<file path="config.mk">
export PLATFORM = sky130hd
export DESIGN_NAME = axi_port_arbiter
export DESIGN_NICKNAME = d
export VERILOG_FILES = /design/src/rtl/axi_port_arbiter_pkg.sv /design/src/rtl/axi_arb_fair_sel.sv /design/src/rtl/axi_port_arbiter.sv
export SDC_FILE = /design/constraint.sdc
export NUM_CORES = 1
export LEC_CHECK = 0
export ABC_AREA = 1
export BUFFER_PORTS_ARGS = -buffer_cell sky130_fd_sc_hd__buf_2
export CAP_MARGIN = 5
export CORE_ASPECT_RATIO = 0.75
export CORE_MARGIN = 1.5
export CORE_UTILIZATION = 42
export CTS_CLUSTER_SIZE = 20
export DETAILED_ROUTE_END_ITERATION = 8
export PLACE_DENSITY = 0.72
export SLEW_MARGIN = 20
export SYNTH_ARGS = -nofsm -noshare
export SYNTH_HDL_FRONTEND = slang
export SYNTH_SLANG_ARGS = --single-unit
</file>
<file path="constraint.sdc">
create_clock -name Clk -period 4.5 [get_ports Clk]
set_clock_uncertainty 0.15 [all_clocks]
set_input_delay 0.9 -clock Clk [delete_from_list [all_inputs] [get_ports Clk]]
set_output_delay 0.9 -clock Clk [all_outputs]
set_load 0.02 [all_outputs]
</file>
<file path="src/rtl/axi_port_arbiter_pkg.sv">
// Shared encodings for the AXI port arbiter: FSM states, owner codes and transfer direction.
package axi_port_arbiter_pkg;

   typedef enum logic [1:0] {
      IDLE  = 2'd0,
      ISSUE = 2'd1,
      WAIT  = 2'd2,
      DONE  = 2'd3
   } arb_state_t;

   localparam logic OWNER_D  = 1'b0;
   localparam logic OWNER_I  = 1'b1;

   localparam logic RW_READ  = 1'b0;
   localparam logic RW_WRITE = 1'b1;

   // The instruction path can only ever read.
   function automatic logic grant_rw(input logic owner, input logic d_rw);
      return (owner == OWNER_I) ? RW_READ : d_rw;
   endfunction

endpackage

</file>
<file path="src/rtl/axi_arb_fair_sel.sv">
// Grant selection between data and instruction requesters, with a saturating
// count of consecutive data grants that lets a waiting instruction refill through.
module axi_arb_fair_sel #(
   parameter int MAX_D_GRANTS = 4
) (
   input  logic Clk,
   input  logic Rst,
   input  logic arb_en,
   input  logic d_req,
   input  logic i_req,
   output logic grant_valid,
   output logic grant_owner
);
   import axi_port_arbiter_pkg::*;

   localparam int CNT_W = $clog2(MAX_D_GRANTS + 1);
   localparam logic [CNT_W-1:0] CNT_MAX = CNT_W'(MAX_D_GRANTS);

   logic [CNT_W-1:0] d_streak;
   logic             d_ok;

   // Data wins unless an instruction request has already waited out the streak limit.
   always_comb begin
      d_ok        = d_req && (!i_req || (d_streak < CNT_MAX));
      grant_valid = d_ok || i_req;
      grant_owner = d_ok ? OWNER_D : OWNER_I;
   end

   always_ff @(posedge Clk or negedge Rst) begin
      if (!Rst) begin
         d_streak <= '0;
      end else if (arb_en && grant_valid) begin
         if ((grant_owner == OWNER_I) || !i_req) begin
            d_streak <= '0;
         end else if (d_streak != CNT_MAX) begin
            d_streak <= d_streak + CNT_W'(1);
         end
      end
   end

endmodule

</file>
<file path="src/rtl/axi_port_arbiter.sv">
// Shares one AXI master command port between the data and instruction-refill paths,
// one transaction at a time. Define AXI_ARB_TIMEOUT_EN to add the WAIT watchdog and Err ports.
module axi_port_arbiter #(
   parameter int ADDR_WIDTH     = 32,
   parameter int DATA_WIDTH     = 32,
   parameter int MAX_D_GRANTS   = 4,
   parameter int TIMEOUT_CYCLES = 1024
) (
   input  logic                  Clk,
   input  logic                  Rst,
   input  logic                  D_Req,
   input  logic                  D_RW,
   input  logic [ADDR_WIDTH-1:0] D_Addr,
   input  logic [DATA_WIDTH-1:0] D_WData,
   output logic [DATA_WIDTH-1:0] D_RData,
   output logic                  D_Done,
   input  logic                  I_Req,
   input  logic [ADDR_WIDTH-1:0] I_Addr,
   output logic [DATA_WIDTH-1:0] I_RData,
   output logic                  I_Done,
   output logic [ADDR_WIDTH-1:0] P_AXIAddr,
   output logic                  P_StartAXIRead,
   output logic                  P_StartAXIWrite,
   output logic [DATA_WIDTH-1:0] P_WriteData,
   input  logic [DATA_WIDTH-1:0] P_ReadData,
   input  logic                  P_ReadCompleted,
   input  logic                  P_WriteCompleted,
`ifdef AXI_ARB_TIMEOUT_EN
   output logic                  D_Err,
   output logic                  I_Err,
`endif
   output logic                  Busy,
   output logic                  Owner
);
   import axi_port_arbiter_pkg::*;

   arb_state_t state;
   logic       rw_q;
   logic       grant_valid;
   logic       grant_owner;
   logic       txn_rw;
   logic       strobe_match;
   logic       timed_out;

   axi_arb_fair_sel #(
      .MAX_D_GRANTS(MAX_D_GRANTS)
   ) u_fair_sel (
      .Clk        (Clk),
      .Rst        (Rst),
      .arb_en     (state == IDLE),
      .d_req      (D_Req),
      .i_req      (I_Req),
      .grant_valid(grant_valid),
      .grant_owner(grant_owner)
   );

   assign txn_rw = grant_rw(grant_owner, D_RW);

   // Only the strobe for the latched direction counts, and only while a transfer is in flight.
   assign strobe_match = ((state == ISSUE) || (state == WAIT)) &&
                         ((rw_q == RW_WRITE) ? P_WriteCompleted : P_ReadCompleted);

`ifdef AXI_ARB_TIMEOUT_EN
   localparam int TO_W = $clog2(TIMEOUT_CYCLES + 1);
   localparam logic [TO_W-1:0] TO_LAST = TO_W'(TIMEOUT_CYCLES - 1);

   logic [TO_W-1:0] wait_cnt;

   assign timed_out = (state == WAIT) && !strobe_match && (wait_cnt == TO_LAST);

   // Watchdog counts cycles spent in WAIT; Err pulses alongside the owner's Done.
   always_ff @(posedge Clk or negedge Rst) begin
      if (!Rst) begin
         wait_cnt <= '0;
         D_Err    <= 1'b0;
         I_Err    <= 1'b0;
      end else begin
         D_Err <= timed_out && (Owner == OWNER_D);
         I_Err <= timed_out && (Owner == OWNER_I);
         if (state == WAIT) begin
            wait_cnt <= wait_cnt + TO_W'(1);
         end else begin
            wait_cnt <= '0;
         end
      end
   end
`else
   assign timed_out = 1'b0;
`endif

   // Transaction FSM: latch the winner in IDLE, pulse the start in ISSUE, finish on the matching strobe.
   always_ff @(posedge Clk or negedge Rst) begin
      if (!Rst) begin
         state           <= IDLE;
         Owner           <= OWNER_D;
         rw_q            <= RW_READ;
         P_AXIAddr       <= '0;
         P_WriteData     <= '0;
         P_StartAXIRead  <= 1'b0;
         P_StartAXIWrite <= 1'b0;
         D_Done          <= 1'b0;
         I_Done          <= 1'b0;
         D_RData         <= '0;
         I_RData         <= '0;
         Busy            <= 1'b0;
      end else begin
         P_StartAXIRead  <= 1'b0;
         P_StartAXIWrite <= 1'b0;
         D_Done          <= 1'b0;
         I_Done          <= 1'b0;
         case (state)
            IDLE: begin
               if (grant_valid) begin
                  Owner           <= grant_owner;
                  rw_q            <= txn_rw;
                  P_AXIAddr       <= (grant_owner == OWNER_I) ? I_Addr : D_Addr;
                  P_WriteData     <= (txn_rw == RW_WRITE) ? D_WData : '0;
                  P_StartAXIRead  <= (txn_rw == RW_READ);
                  P_StartAXIWrite <= (txn_rw == RW_WRITE);
                  Busy            <= 1'b1;
                  state           <= ISSUE;
               end
            end
            ISSUE, WAIT: begin
               if (strobe_match || timed_out) begin
                  if (Owner == OWNER_D) begin
                     D_Done <= 1'b1;
                     if (timed_out) begin
                        D_RData <= '1;
                     end else if (rw_q == RW_READ) begin
                        D_RData <= P_ReadData;
                     end
                  end else begin
                     I_Done <= 1'b1;
                     if (timed_out) begin
                        I_RData <= '1;
                     end else if (rw_q == RW_READ) begin
                        I_RData <= P_ReadData;
                     end
                  end
                  state <= DONE;
               end else begin
                  state <= WAIT;
               end
            end
            DONE: begin
               Busy  <= 1'b0;
               state <= IDLE;
            end
            default: begin
               state <= IDLE;
            end
         endcase
      end
   end

endmodule

</file>
[After elaboration in Yosys (flattened, before gate mapping)]
Cells that the tools add are included.
Operators by class
  muxes and demuxes: 22
  equality and inequality tests: 5
  order comparisons: 1
  reductions and logical operators: 17
  bitwise gates (word level): 3
  add/sub/neg operators: 1
Operators with widths (number)
  $mux 32: 2
  $mux 1: 15
  $reduce_and 4->1: 2
  $mux 3: 2
  $pmux 2 s3: 1
  $reduce_and 2->1: 3
  $eq 2x2->1 const B: 2
  $logic_or 1x1->1: 4
  $reduce_bool 2->1: 2
  $add 3x1->3 const B: 1
  $logic_and 1x1->1: 3
  $lt 3x3->1 const B: 1
  $ne 3x3->1 const B: 1
  $not 1->1: 3
  $eq 2x1->1 const B: 1
  $logic_not 2->1: 1
  $mux 2: 1
  $ne 2x2->1 const B: 1
  $pmux 1 s2: 1
  $reduce_or 2->1: 1
  $logic_not 1->1: 1
Word-level totals
  word-level logic and storage cells: 62
  output and inout bits: 134
  bits in registers: 140
  input bits: 135

[Logic depth before layout (Yosys ltp)]
  depth after elaboration: 7
  depth in mapped cells: 9
  gate-level depth less buffers: 7

[Modules after synthesis]
Synthesis repeated with hierarchy kept, for this count alone.
Second synthesis, totals
  cells, all modules: 651
  area total of the unflattened synthesis: 5783.0 um2
Modules (own cells, without submodules)
  axi_port_arbiter: times used 1, area each 5604.1 um2, seq. area each 3428.3 um2, cells each 629
  axi_arb_fair_sel: times used 1, area each 178.9 um2, seq. area each 75.1 um2, cells each 22

[Least setup slack after synthesis]
OpenSTA, ideal clock, no wires.
  kind: input to register
  start: input port D_Req
  end: register P_AXIAddr[10]
  data required time: 4.232 ns
  path slack: 2.597 ns
  arrival: 1.635 ns
  buffers on the path: 3
  setup time: 0.118 ns
  stages: 8
  cells stage by stage: buf_4 nor2_4 nor2_4 inv_2 buf_4 buf_4 nand2_1 nand2_1
Between the ends
  cells in the longest elaborated chain, start to end: 3
  elaborated cells on any way between the ends: 4
  those cells by class: mux (1); reduce/logical (3)
Ends and longest elaborated chain
  start, declared: RTL line axi_port_arbiter.sv:11  | input logic D_Req,
  $logic_and 1x1->1 *: RTL line axi_arb_fair_sel.sv:24  | d_ok = d_req && (!i_req || (d_streak < CNT_MAX));
  $logic_or 1x1->1: RTL line axi_arb_fair_sel.sv:25  | grant_valid = d_ok || i_req;
  $reduce_and 2->1 (no line)
  end signal, assigned: RTL line axi_port_arbiter.sv:116  | P_AXIAddr <= (grant_owner == OWNER_I) ? I_Addr : D_Addr;
  end, declared: RTL line axi_port_arbiter.sv:21  | output logic [ADDR_WIDTH-1:0] P_AXIAddr,
Mark *: on every way between the ends. The rest lies on a longest branch, timed or not.
A chain may end at the register's enable or synchronous reset.

[Worst setup path in the final report]
  start: input port I_Req
  end: register P_WriteData[12]
Between the ends
  cells in the longest elaborated chain, start to end: 5
  elaborated cells on any way between the ends: 7
  those cells by class: mux (2); reduce/logical (5)
Ends and longest elaborated chain
  start, declared: RTL line axi_port_arbiter.sv:17  | input logic I_Req,
  $logic_not 1->1: RTL line axi_arb_fair_sel.sv:24
  $logic_or 1x1->1: RTL line axi_arb_fair_sel.sv:24
  $logic_and 1x1->1: RTL line axi_arb_fair_sel.sv:24
  $mux 1 / $logic_or 1x1->1 (equally long branches): RTL line axi_port_arbiter_pkg.sv:19, axi_arb_fair_sel.sv:25
  $mux 32 / $reduce_and 2->1 (equally long branches)
  end signal, assigned: RTL line axi_port_arbiter.sv:117  | P_WriteData <= (txn_rw == RW_WRITE) ? D_WData : '0;
  end, declared: RTL line axi_port_arbiter.sv:24  | output logic [DATA_WIDTH-1:0] P_WriteData,
Parallel ways exist; a longest one is shown, timed or not.

==> flow_metrics.env <==
export IMPL_status="completed"
export IMPL_dp_slack_ns=1.69
export IMPL_clockBufferDepth=2
export IMPL_drv_cap=0
export IMPL_finalHoldViolations=0
export IMPL_finalCriticalPeriod_ns=2.38
export IMPL_irDropWorstVdd_uv=348
export IMPL_powerDensity_nw_per_um2=742
export IMPL_seq_area_frac_synth_pct=57.7
export IMPL_cp_arrival_ns=2.57
export IMPL_fin_nets=1108
export IMPL_portBuffers=268
export IMPL_grtUsageTotal_pct=22.1
export IMPL_cpPeakStageDelay_ns=0.51
export IMPL_synthCells=716
export IMPL_num_rows=37
export IMPL_h_tree_depth=4
export IMPL_cts_tree="done"
export IMPL_route_detailed_drc=0
export IMPL_clkTransAtPathRegs_ns=0.06
export IMPL_grt_met1_usage_pct=30.4
export IMPL_yosysUniqueCellTypes=20
export IMPL_fmax_mhz=420
export IMPL_use_met3_pct=5.36
export IMPL_layout_common_cells="304 x nand2_1, 267 x buf_2, 140 x dfrtp_1, 71 x inv_1, 38 x nand3_1"
export IMPL_place_congestion=0.808
export IMPL_die_h_um=107
export IMPL_rsz0062_at_grt="false"
export IMPL_dieArea_sq_um=15200
export IMPL_drtIter0Drc=239
export IMPL_grt_pass1_vias=5293
export IMPL_synthToLayoutAreaGrowth_pct=33.8
export IMPL_drtAntennaViolNets=0
export IMPL_slew_viol_final=0
export IMPL_overflow=0
export IMPL_critPathCaptureType="register"
export IMPL_tns_ns=0
export IMPL_wirelength_mm=16.4
export IMPL_grt_pass1_wl_mm=26.6
export IMPL_clk_root_buffer_cell="clkbuf_16"
export IMPL_path_max_fanout=35
export IMPL_avgSynthCellArea_sq_um=8.48
export IMPL_die_w_um=142
export IMPL_hp_class="register to register"
export IMPL_leakage_nw=4.83
export IMPL_dr_total_vias=5466
export IMPL_post_cts_buffers=0
export IMPL_worstMarginPinSlew_ns=1.05
export IMPL_path_delay_family="simple AND/OR/NAND/NOR gates"
export IMPL_num_antenna_cells=0
export IMPL_clk_latency_ns=0.40
export IMPL_final_setup_worst_slack_ns=2.12
export IMPL_cp_required_ns=4.69
export IMPL_fillers=1284
export IMPL_holdBufCountCts=0
export IMPL_grt_max_degree=92
export IMPL_io_pins=269
export IMPL_use_met2_pct=34.7
export IMPL_worst_path_max_delay_cell="nand2_2"
export IMPL_drive_gt1_share_pct=32.4
export IMPL_busiest_layer="met2"
export IMPL_synth_seq_cells=140
export IMPL_syn_cell_area_sq_um=6070
export IMPL_clkSinkCount=140
export IMPL_setup_violations=0
export IMPL_syn_num_nets=855
export IMPL_cp_num_buf_inv=2
export IMPL_wire_per_inst_um=13.9
export IMPL_cts_made_buffers=17
export IMPL_via_per_inst=4.64
export IMPL_cts_resized=0
export IMPL_antenna_found_initial=0
export IMPL_dp_hpwl_mm=11.2
export IMPL_final_common_cell="nand2_1"
export IMPL_slew_headroom_pct=29.8
export IMPL_cpMostUsedCell="nand2_1"
export IMPL_initial_core_util_pct=43.6
export IMPL_timing_final_crit_share_pct=52.9
export IMPL_yosysWarnings=0
export IMPL_drtPass1Iterations=4
export IMPL_cp_cell_sequence="buf_2 > nand2_2 > nand4_1 > inv_2 > nand2_1 > nand2_1"
export IMPL_critPathKind="input pin to register"
export IMPL_startpoint_type="input pin"
export IMPL_coreArea_sq_um=13900
-- sequential cells by signal, summed over array words and instances, names as in the netlist --
signal / count
D_RData: 32
I_RData: 32
P_AXIAddr: 32
P_WriteData: 32
u_fair_sel.d_streak: 3
state: 2
Busy: 1
D_Done: 1
I_Done: 1
Owner: 1
P_StartAXIRead: 1
P_StartAXIWrite: 1
rw_q: 1
-- cells in the mapped netlist --
library cell / instances / area, sq um
nor2_2: 1 / 6.26
buf_2: 14 / 70.1
nor2_1: 3 / 11.3
buf_1: 5 / 18.8
o21ai_0: 35 / 175
nand4_1: 33 / 206
nor2_4: 2 / 22.5
nand2_1: 304 / 1140
dfrtp_1: 140 / 3500
o21ai_1: 3 / 15.0
inv_1: 71 / 267
clkbuf_1: 17 / 63.8
nand3_1: 38 / 190
or2_2: 1 / 6.26
nand4_2: 1 / 12.5
inv_2: 4 / 15.0
buf_4: 7 / 52.6
nand2_2: 1 / 6.26
ha_1: 4 / 50.1
nand3b_1: 32 / 240
-- report_power, final --
| group | internal [mW] | leakage [nW] | switching, mW |
|---|---|---|---|
| registers | 1.81 | 1.78 | 0.297 |
| logic | 0.776 | 2.76 | 1.73 |
| clock network | 0.847 | 0.291 | 0.565 |
-- cell families (layout without fill, tap and decap cells) --
| group | Yosys count | after routing | synth area share [%] |
|---|---|---|---|
| flops | 140 | 140 | 57.7 |
| compound gates | 38 | 38 | 3.13 |
| simple gates | 416 | 416 | 30.3 |
| buf+inv | 118 | 384 | 8.01 |
| fa+ha+maj | 4 | 4 | 0.824 |
-- worst paths after layout --
check / startpoint / end / slack (ns) / depth (start not counted)
worst max-delay path: I_Req / P_WriteData[12] / 2.12 / 6
worst min-delay path: Owner / D_Done / 0.29 / 1
worst max register to register: state[0] / D_RData[25] / 2.23 / 6
worst min register to register: Owner / D_Done / 0.29 / 1
max in group asynchronous: Rst / P_WriteData[16] / 2.90 / 2
min in group asynchronous: Rst / P_AXIAddr[14] / 0.42 / 1
-- per-layer routing --
| layer | share of wire [%] | wire length (um) |
|---|---|---|
| met2 | 46 | 7560 |
| met3 | 5.1 | 829 |
| met4 | 1.1 | 179 |
| met1 | 48 | 7800 |
| met5 | 0 | 0 |
-- area by class of cell --
class                      count  area (sq um)  share of cell area [%]
inverter                      75           282                    3.46
timing repair buffer         277          1420                    17.4
clock inverter                13           158                    1.94
clock buffer                  19           443                    5.45
sequential                   140          3500                    43.1
tap                          195           244                    3.00
multi-input combinational    458          2080                    25.6
-- worst register-to-register path: cells and delay by family, from the launching register on --
family	cells	cell delay [ns]
AND/OR/NAND/NOR	2	0.69
buffers and inverters	2	0.54
flip-flops	1	0.37
AO/OA/AOI/OAI	1	0.10
adder cells (fa/ha/maj)	1	0.31
-- per-stage QoR --
step | power (mW) | std cells | cell area, sq um | utilization, % | hold WS [ns]
6_report | 6.03 | 1177 | 8130 | 58.3 | 0.293
5_1_grt | 6.44 | 1177 | 8130 | 58.3 | 0.325
4_1_cts | 6.09 | 1177 | 8130 | 58.3 | 0.298
3_5_place_dp | 4.65 | 1145 | 7530 | 54.0 | 0.289
3_3_place_gp | 4.59 | 1145 | 7530 | 54.0 | 0.297
2_1_floorplan | 3.73 | 716 | 6070 | - | 0.341
Power figures use the tool's default switching activity.
